===== src/rtl/trax_pkg.sv =====
// Shared Trax types: tile codes, colours, move-word layout, phase indices and
// sequencer states used by the move sequencer and the board datapath.
package trax_pkg;

    localparam int MOVE_W   = 22;
    localparam int ROW_LSB  = 0;
    localparam int COL_LSB  = 10;
    localparam int TILE_LSB = 20;
    localparam int N_PHASES = 5;

    typedef enum logic [1:0] {
        TILE_EMPTY  = 2'd0,
        TILE_PLUS   = 2'd1,
        TILE_SLASH  = 2'd2,
        TILE_BSLASH = 2'd3
    } tile_e;

    typedef enum logic {
        WHITE = 1'b0,
        BLACK = 1'b1
    } color_e;

    // Bit positions inside phase_start / phase_done.
    typedef enum logic [2:0] {
        PH_APPLY   = 3'd0,
        PH_COMMIT  = 3'd1,
        PH_SHIFT_D = 3'd2,
        PH_SHIFT_R = 3'd3,
        PH_GEN     = 3'd4
    } phase_e;

    typedef enum logic {
        PASS_OPP = 1'b0,
        PASS_OWN = 1'b1
    } pass_e;

    typedef enum logic [3:0] {
        S_WAIT_COLOR,
        S_IDLE,
        S_APPLY,
        S_COMMIT,
        S_SHIFT_D,
        S_SHIFT_R,
        S_NEXT,
        S_GEN,
        S_SEND,
        S_ERR
    } seq_state_e;

    function automatic logic [MOVE_W-1:0] make_move(tile_e tile, logic [9:0] col, logic [9:0] row);
        return {tile, col, row};
    endfunction

endpackage


===== src/rtl/trax_phase_watchdog.sv =====
// Per-phase busy watchdog: cleared on every phase start, counts while a phase
// is outstanding and flags a timeout once the limit is reached.
module trax_phase_watchdog #(
    parameter int TIMEOUT_CYCLES = 4095
) (
    input  logic clk,
    input  logic reset,
    input  logic clear,
    input  logic count_en,
    output logic timeout
);

    localparam logic [11:0] LIMIT = 12'(TIMEOUT_CYCLES);

    logic [11:0] cnt_q, cnt_d;

    always_comb begin
        cnt_d = cnt_q;
        if (clear) begin
            cnt_d = '0;
        end else if (count_en && (cnt_q != LIMIT)) begin
            cnt_d = cnt_q + 12'd1;
        end
    end

    always_ff @(posedge clk) begin
        if (!reset) begin
            cnt_q <= '0;
        end else begin
            cnt_q <= cnt_d;
        end
    end

    assign timeout = (cnt_q == LIMIT);

endmodule


===== src/rtl/trax_move_sequencer.sv =====
// One-turn Trax controller: applies the opponent move, generates and applies our
// reply through the phase engines, then requests transmit. TRAX_SEQ_WATCHDOG_EN adds a phase watchdog.
module trax_move_sequencer
    import trax_pkg::*;
#(
    parameter int MOVE_W         = trax_pkg::MOVE_W,
    parameter int TIMEOUT_CYCLES = 4095
) (
    input  logic              clk,
    input  logic              reset,
    input  logic              rx_valid,
    input  logic [MOVE_W-1:0] rx_move,
    input  logic              my_color,
    output logic [4:0]        phase_start,
    input  logic [4:0]        phase_done,
    input  logic              need_shift_down,
    input  logic              need_shift_right,
    input  logic [MOVE_W-1:0] cand_move,
    output logic [MOVE_W-1:0] work_move,
    output logic              tx_start,
    output logic [MOVE_W-1:0] tx_move,
    output logic              busy,
    output logic              overrun,
    output logic              err
);

    if (TIMEOUT_CYCLES < 1 || TIMEOUT_CYCLES > 4095) begin : g_bad_timeout
        $error("TIMEOUT_CYCLES must fit the 12-bit phase watchdog");
    end

    seq_state_e        state_q, state_d;
    pass_e             pass_q, pass_d;
    logic [MOVE_W-1:0] work_move_q, work_move_d;
    logic [MOVE_W-1:0] tx_move_q, tx_move_d;
    logic [4:0]        phase_start_q, phase_start_d;
    logic              tx_start_q, tx_start_d;
    logic              shr_q, shr_d;
    logic              busy_q, busy_d;
    logic              overrun_q, overrun_d;
    logic              err_q, err_d;
    logic              waiting;
    logic              timeout;

    // A done pulse in the same cycle as its start is not a real completion.
    assign waiting = (phase_start_q == '0);

`ifdef TRAX_SEQ_WATCHDOG_EN
    logic in_phase;
    assign in_phase = state_q inside {S_APPLY, S_COMMIT, S_SHIFT_D, S_SHIFT_R, S_GEN};

    trax_phase_watchdog #(
        .TIMEOUT_CYCLES(TIMEOUT_CYCLES)
    ) u_watchdog (
        .clk     (clk),
        .reset   (reset),
        .clear   (|phase_start_q),
        .count_en(in_phase),
        .timeout (timeout)
    );
`else
    assign timeout = 1'b0;
`endif

    always_comb begin
        // NOTE: every variable gets a default first so no path can infer a latch.
        state_d       = state_q;
        pass_d        = pass_q;
        work_move_d   = work_move_q;
        tx_move_d     = tx_move_q;
        shr_d         = shr_q;
        phase_start_d = '0;
        tx_start_d    = 1'b0;
        overrun_d     = overrun_q | (rx_valid & busy_q);
        err_d         = err_q;

        unique case (state_q)
            S_WAIT_COLOR: if (rx_valid) begin
                if (my_color == WHITE) begin
                    work_move_d             = make_move(TILE_PLUS, 10'd0, 10'd0);
                    pass_d                  = PASS_OWN;
                    state_d                 = S_APPLY;
                    phase_start_d[PH_APPLY] = 1'b1;
                end else begin
                    state_d = S_IDLE;
                end
            end
            S_IDLE: if (rx_valid) begin
                work_move_d             = rx_move;
                pass_d                  = PASS_OPP;
                state_d                 = S_APPLY;
                phase_start_d[PH_APPLY] = 1'b1;
            end
            S_APPLY: if (waiting && phase_done[PH_APPLY]) begin
                state_d                  = S_COMMIT;
                phase_start_d[PH_COMMIT] = 1'b1;
            end
            S_COMMIT: if (waiting && phase_done[PH_COMMIT]) begin
                shr_d = need_shift_right;
                if (need_shift_down) begin
                    state_d                   = S_SHIFT_D;
                    phase_start_d[PH_SHIFT_D] = 1'b1;
                end else if (need_shift_right) begin
                    state_d                   = S_SHIFT_R;
                    phase_start_d[PH_SHIFT_R] = 1'b1;
                end else begin
                    state_d = S_NEXT;
                end
            end
            S_SHIFT_D: if (waiting && phase_done[PH_SHIFT_D]) begin
                if (shr_q) begin
                    state_d                   = S_SHIFT_R;
                    phase_start_d[PH_SHIFT_R] = 1'b1;
                end else begin
                    state_d = S_NEXT;
                end
            end
            S_SHIFT_R: if (waiting && phase_done[PH_SHIFT_R]) begin
                state_d = S_NEXT;
            end
            S_NEXT: begin
                if (pass_q == PASS_OPP) begin
                    state_d               = S_GEN;
                    phase_start_d[PH_GEN] = 1'b1;
                end else begin
                    state_d    = S_SEND;
                    tx_start_d = 1'b1;
                    tx_move_d  = work_move_q;
                end
            end
            S_GEN: if (waiting && phase_done[PH_GEN]) begin
                if (cand_move == '0) begin
                    state_d    = S_SEND;
                    tx_start_d = 1'b1;
                    tx_move_d  = '0;
                end else begin
                    work_move_d             = cand_move;
                    pass_d                  = PASS_OWN;
                    state_d                 = S_APPLY;
                    phase_start_d[PH_APPLY] = 1'b1;
                end
            end
            S_SEND:  state_d = S_IDLE;
            S_ERR:   state_d = S_ERR;
            default: state_d = S_WAIT_COLOR;
        endcase

        if (timeout) begin
            state_d       = S_ERR;
            err_d         = 1'b1;
            phase_start_d = '0;
            tx_start_d    = 1'b0;
        end

        busy_d = !(state_d inside {S_IDLE, S_WAIT_COLOR});
    end

    always_ff @(posedge clk) begin
        if (!reset) begin
            state_q       <= S_WAIT_COLOR;
            pass_q        <= PASS_OPP;
            work_move_q   <= '0;
            tx_move_q     <= '0;
            phase_start_q <= '0;
            tx_start_q    <= 1'b0;
            shr_q         <= 1'b0;
            busy_q        <= 1'b0;
            overrun_q     <= 1'b0;
            err_q         <= 1'b0;
        end else begin
            // NOTE: sequential state uses non-blocking assignments only.
            state_q       <= state_d;
            pass_q        <= pass_d;
            work_move_q   <= work_move_d;
            tx_move_q     <= tx_move_d;
            phase_start_q <= phase_start_d;
            tx_start_q    <= tx_start_d;
            shr_q         <= shr_d;
            busy_q        <= busy_d;
            overrun_q     <= overrun_d;
            err_q         <= err_d;
        end
    end

    assign phase_start = phase_start_q;
    assign work_move   = work_move_q;
    assign tx_start    = tx_start_q;
    assign tx_move     = tx_move_q;
    assign busy        = busy_q;
    assign overrun     = overrun_q;
    assign err         = err_q;

endmodule

===== config.mk =====
export PLATFORM = sky130hd
export DESIGN_NAME = trax_move_sequencer
export DESIGN_NICKNAME = d
export VERILOG_FILES = /design/src/rtl/trax_pkg.sv /design/src/rtl/trax_phase_watchdog.sv /design/src/rtl/trax_move_sequencer.sv
export SDC_FILE = /design/constraint.sdc
export NUM_CORES = 1
export LEC_CHECK = 0
export CORE_MARGIN = 1.5
export CORE_UTILIZATION = 35
export CTS_CLUSTER_DIAMETER = 200
export DETAILED_ROUTE_END_ITERATION = 8
export PLACE_DENSITY_LB_ADDON = 0.15
export RECOVER_POWER = 100
export SYNTH_ARGS = -nofsm -noshare
export SYNTH_HDL_FRONTEND = slang
export SYNTH_SLANG_ARGS = --single-unit
export TNS_END_PERCENT = 10

===== constraint.sdc =====
create_clock -name clk -period 5 [get_ports clk]
set_input_delay 0.5 -clock clk [delete_from_list [all_inputs] [get_ports clk]]
set_output_delay 0.5 -clock clk [all_outputs]
set_load 0.01 [all_outputs]

-- Word-level counts from Yosys, hierarchy flattened
Index checks and enable logic that the tools add are counted.
W data, S select, Z words.
- eq/ne operators: 17
- bitwise gates (word level): 2
- divide/modulo/power cells: 0
- shifts and indexed selects: 0
- $mul: 0
- mux-type cells: 49
- magnitude comparators: 0
- add/sub/neg operators: 0
- reductions and logical operators: 19
- operators with widths (operator ; count):
    $mux W22 ; 8
    $pmux W22 S3 ; 1
    $pmux W22 S2 ; 1
    $mux W4 ; 10
    $pmux W4 S10 ; 1
    $logic_not A22 Y1 ; 1
    $mux W1 ; 20
    $eq A4 B3 Y1 const B ; 4
    $ne A2 B2 Y1 const B ; 7
    $eq A4 B1 Y1 const B ; 2
    $eq A4 B2 Y1 const B ; 2
    $eq A4 B4 Y1 const B ; 2
    $logic_not A4 Y1 ; 2
    $mux W2 ; 4
    $pmux W1 S3 ; 2
    $reduce_and A2 Y1 ; 3
    $reduce_and A6 Y1 ; 1
    $logic_and A1 B1 Y1 ; 5
    $logic_not A5 Y1 ; 1
    $pmux W1 S2 ; 2
    $reduce_and A4 Y1 ; 1
    $reduce_bool A2 Y1 ; 2
    $reduce_and A3 Y1 ; 1
    $reduce_bool A3 Y1 ; 1
    other kinds (3) ; 3
- RAM bits: 0
- ROM bits: 0
- bits in registers: 58
- latch bits: 0
- memories: 0

-- Logic depth before layout (Yosys ltp)
- depth after elaboration: 7
- mapped depth: 7

-- Worst setup path before layout
Ideal clock, no wire load.
- kind: input to register
- from: input cand_move[7]
- to: register work_move_q[11] (netlist: work_move[11])
- path slack: 3.106 ns
- arrival time: 1.775 ns
- buffers on the path: 1
- required time: 4.881 ns
- stages: 6
- cell sequence: nor4_1 > nand4_1 > or2_1 > o211a_4 > buf_4 > o221a_1
- word-level cells in the longest chain between the ends: 3
- RTL lines (item ; RTL line ; source):
    start, declared ; trax_move_sequencer.sv:18 ; input logic [MOVE_W-1:0] cand_move,
    $logic_not A22 Y1 ; trax_move_sequencer.sv:131 ; if (cand_move == '0) begin
    $ne A2 B2 Y1 (no source line) ; -- ;
    $reduce_and A6 Y1 (no source line) ; -- ;
    end signal, assigned ; trax_move_sequencer.sv:173 ; work_move_q <= work_move_d;
    end, declared ; trax_move_sequencer.sv:33 ; logic [MOVE_W-1:0] work_move_q, work_move_d;
Every way passes these cells.
A chain may end at the register's enable or synchronous reset.

-- Worst setup path in the final report
- from: input cand_move[6]
- to: register work_move_q[8] (netlist: work_move[8])
The elaborated chain is that of the path after synthesis.

==> flow_summary_export.csv <==
group,metric,value,unit
cells_and_area,final_area,0.00398,mm²
routing,drtAntennaViolNets,0,
grt,antenna_found_initial,0,
logic_synthesis,syn_area_per_cell,9.42,µm²
floorplan,core-area,0.00733,mm²
logic_synthesis,ys_seq_area_frac,0.433,
cells_and_area,layout-drive-gt1-share,0.0628,
timing,grt_setup_unrepaired,"false",
setup_path,worstPathRequired,5260,ps
cells_and_area,areaGrowthSynthToFinish,48.4,%
outcome,violations,"max-capacitance violations, max-slew violations",
routing,drc,0,
setup_path,worst_setup_path_end_kind,"register",
grt,grtUsageTotal,0.213,
cells_and_area,num-fill-cells,679,
cells_and_area,finalNetCount,433,
timing,finalSetupViolations,0,
setup_path,worstSetupPathType,"in2reg",
logic_synthesis,netlist_instances,285,
timing,hold_viol,0,
setup_path,cp.arrival,3860,ps
timing,max_freq,277,MHz
clocking,cts_root_buf,"clkbuf_8",
timing,worst_slew_pin_slew,1780,ps
clocking,cts_htree_levels,3,
outcome,outcome,"finished with violations",
logic_synthesis,synth_area,0.00268,mm²
timing,drv_slew,49,
placed_design,post_dp_cell_area,0.00380,mm²
placed_design,dp_hpwl,5970,µm
routing,routedLengthMet1,3790,µm
cells_and_area,antenna_cells,0,
timing,finalClockSkew,9.54,ps
clocking,path_clk_slew,60,ps
logic_synthesis,synthDistinctLibCells,40,
routing,drtPass1Iterations,4,
power,power,1160,µW
clocking,cts_tree,"yes",
placed_design,port_buffers,106,
floorplan,die_w,90.6,µm
routing,wl_per_cell,17.7,µm
clocking,cts_setup_buffers,0,
job,drv_cap,2,
logic_synthesis,syn-num-nets,340,
routing,wl_met2,4170,µm
clocking,postCtsHoldBufs,0,
grt,grt_pass1_vias,2628,
power,ir_worst_vdd,0.000150,V
floorplan,die_area,0.00820,mm²
clocking,max-clock-path-buffers,2,
clocking,clkSinkCount,58,
timing,period_minus_slack,3610,ps
clocking,clkLatencyLatePin,330,ps
clocking,cts_buffers,9,
setup_path,crit_path_start_kind,"input pin",
routing,wl_met3,420,µm
routing,vias,2744,
power,leakage,0.00148,µW
timing,maxSlewHeadroom,-0.189,
worst_hold_path,hold_class,"reg2reg",
grt,grt_max_degree,44,
routing,drt_wl_total,8490,µm
clocking,ctsResizeCount,0,
setup_path,reg2reg_setup_slack,2150,ps
logic_synthesis,ys_ff_latch,58,
floorplan,rows,31,
floorplan,die_height,90.6,µm
timing,fin_crit_sh,0.722,
routing,via_per_inst,5.70,
grt,grt_overflow,0,
routing,top_layer_used,"met4",
grt,grt_pass1_wl,13800,µm
routing,drt-initial-drc-count,126,
power,power_density,292,mW/mm²
floorplan,ios,108,
placed_design,place_congestion,0.884,
logic_synthesis,yosysWarnings,0,
setup_path,path_max_fanout,23,
floorplan,start_util,0.366,
timing,tns,0,ps
-- critical path, cell delays in order --
cell	delay, ps
dlygate4sd3_1	560
nor4_1	510
nand4_1	280
or2_0	350
o21ai_1	1290
o221a_1	370
-- power by group --
group          leakage, µW  switching [µW]  internal [µW]
sequential        0.000472            30.5            488
combinational     0.000904            95.9            110
clock             0.000106             172            268
total              0.00148             299            865
-- Yosys cell counts --
cell,instances,share of area
o21bai_1,1,0.0028
nor3_1,4,0.0075
nand3_1,5,0.0093
nor2_1,8,0.011
a2111oi_0,2,0.0065
nand2b_1,5,0.012
a211oi_1,2,0.0056
a311oi_1,21,0.069
o21a_1,2,0.0056
nor4_2,1,0.0047
nand4_1,1,0.0023
o21ai_1,1,0.0019
o22ai_1,1,0.0023
o31ai_1,2,0.0056
or3_1,1,0.0023
o311a_1,2,0.0075
o221a_1,22,0.092
o211a_4,1,0.0065
nor4_1,8,0.019
conb_1,1,0.0014
o21ai_0,6,0.011
a21oi_1,27,0.050
dfxtp_1,58,0.43
a2bb2oi_2,1,0.0056
clkbuf_1,16,0.022
o21ai_2,1,0.0033
nor3_2,2,0.0075
buf_2,10,0.019
nor2_2,1,0.0023
or2_1,2,0.0047
and2_1,1,0.0023
nand3b_1,2,0.0056
a221o_1,21,0.078
buf_4,3,0.0084
nor2b_1,5,0.012
a22oi_1,2,0.0056
nand2_1,28,0.039
mux2i_1,1,0.0037
a31oi_1,3,0.0070
inv_1,4,0.0056
-- metal layers --
| layer | track usage | vias up |
|---|---|---|
| met2 | 0.350 | 78 |
| li1 | - | 1334 |
| met1 | 0.271 | 1321 |
| met4 | 0.0728 | 0 |
| met5 | 0 | - |
| met3 | 0.0513 | 11 |
-- kinds of logic after synthesis --
group                  count (synthesis)  synth area share
buffers and inverters                 33            0.0550
AND/OR/NAND/NOR                       74             0.141
other                                  1           0.00140
multiplexers                           1           0.00373
AO/OA/AOI/OAI                        118             0.366
flip-flops                            58             0.433
-- placed cells by master (no fill, tap or decap), types with 5 or more instances in the layout --
master	instances
clkdlybuf4s50_1	52
clkbuf_8	12
o21ai_0	6
nand3_1	5
a221o_1	21
dfxtp_1	58
nand2_1	28
dlygate4sd3_1	54
nor2_1	8
a21oi_1	27
nand2b_1	5
nor2b_1	5
o221a_1	22
a311oi_1	21
nor4_1	9
-- through the flow --
stage	std cells	setup slack, ps	hold slack (ps)	util
floorplan	285	3110	441	-
global placement	466	1680	468	0.518
detailed placement	466	1640	476	0.518
CTS	481	1980	492	0.546
global route	481	1120	507	0.543
finish	481	1390	476	0.543
-- final cells by class --
type	instances	area (µm²)	area share
clock inverter	2	35.0	0.00879
sequential	58	1160	0.291
tap	99	124	0.0311
clock buffer	13	169	0.0424
timing repair buffer	111	1090	0.275
inverter	4	15.0	0.00377
multi-input combinational	194	1390	0.348
-- final timing paths --
check,end,startpoint,depth (start not counted)
setup / recovery,work_move[8],cand_move[6],6
setup reg to reg,work_move[8],state_q[2],4
hold / removal,overrun,overrun,2
hold reg to reg,overrun,overrun,2
-- registers in the layout, summed over array words and instances, names as in the netlist --
| name | flops |
|---|---|
| busy | 1 |
| overrun | 1 |
| pass_q | 1 |
| phase_start | 5 |
| shr_q | 1 |
| state_q | 4 |
| tx_move | 22 |
| tx_start | 1 |
| work_move | 22 |
No activity file was read; power rests on OpenSTA's default activity.
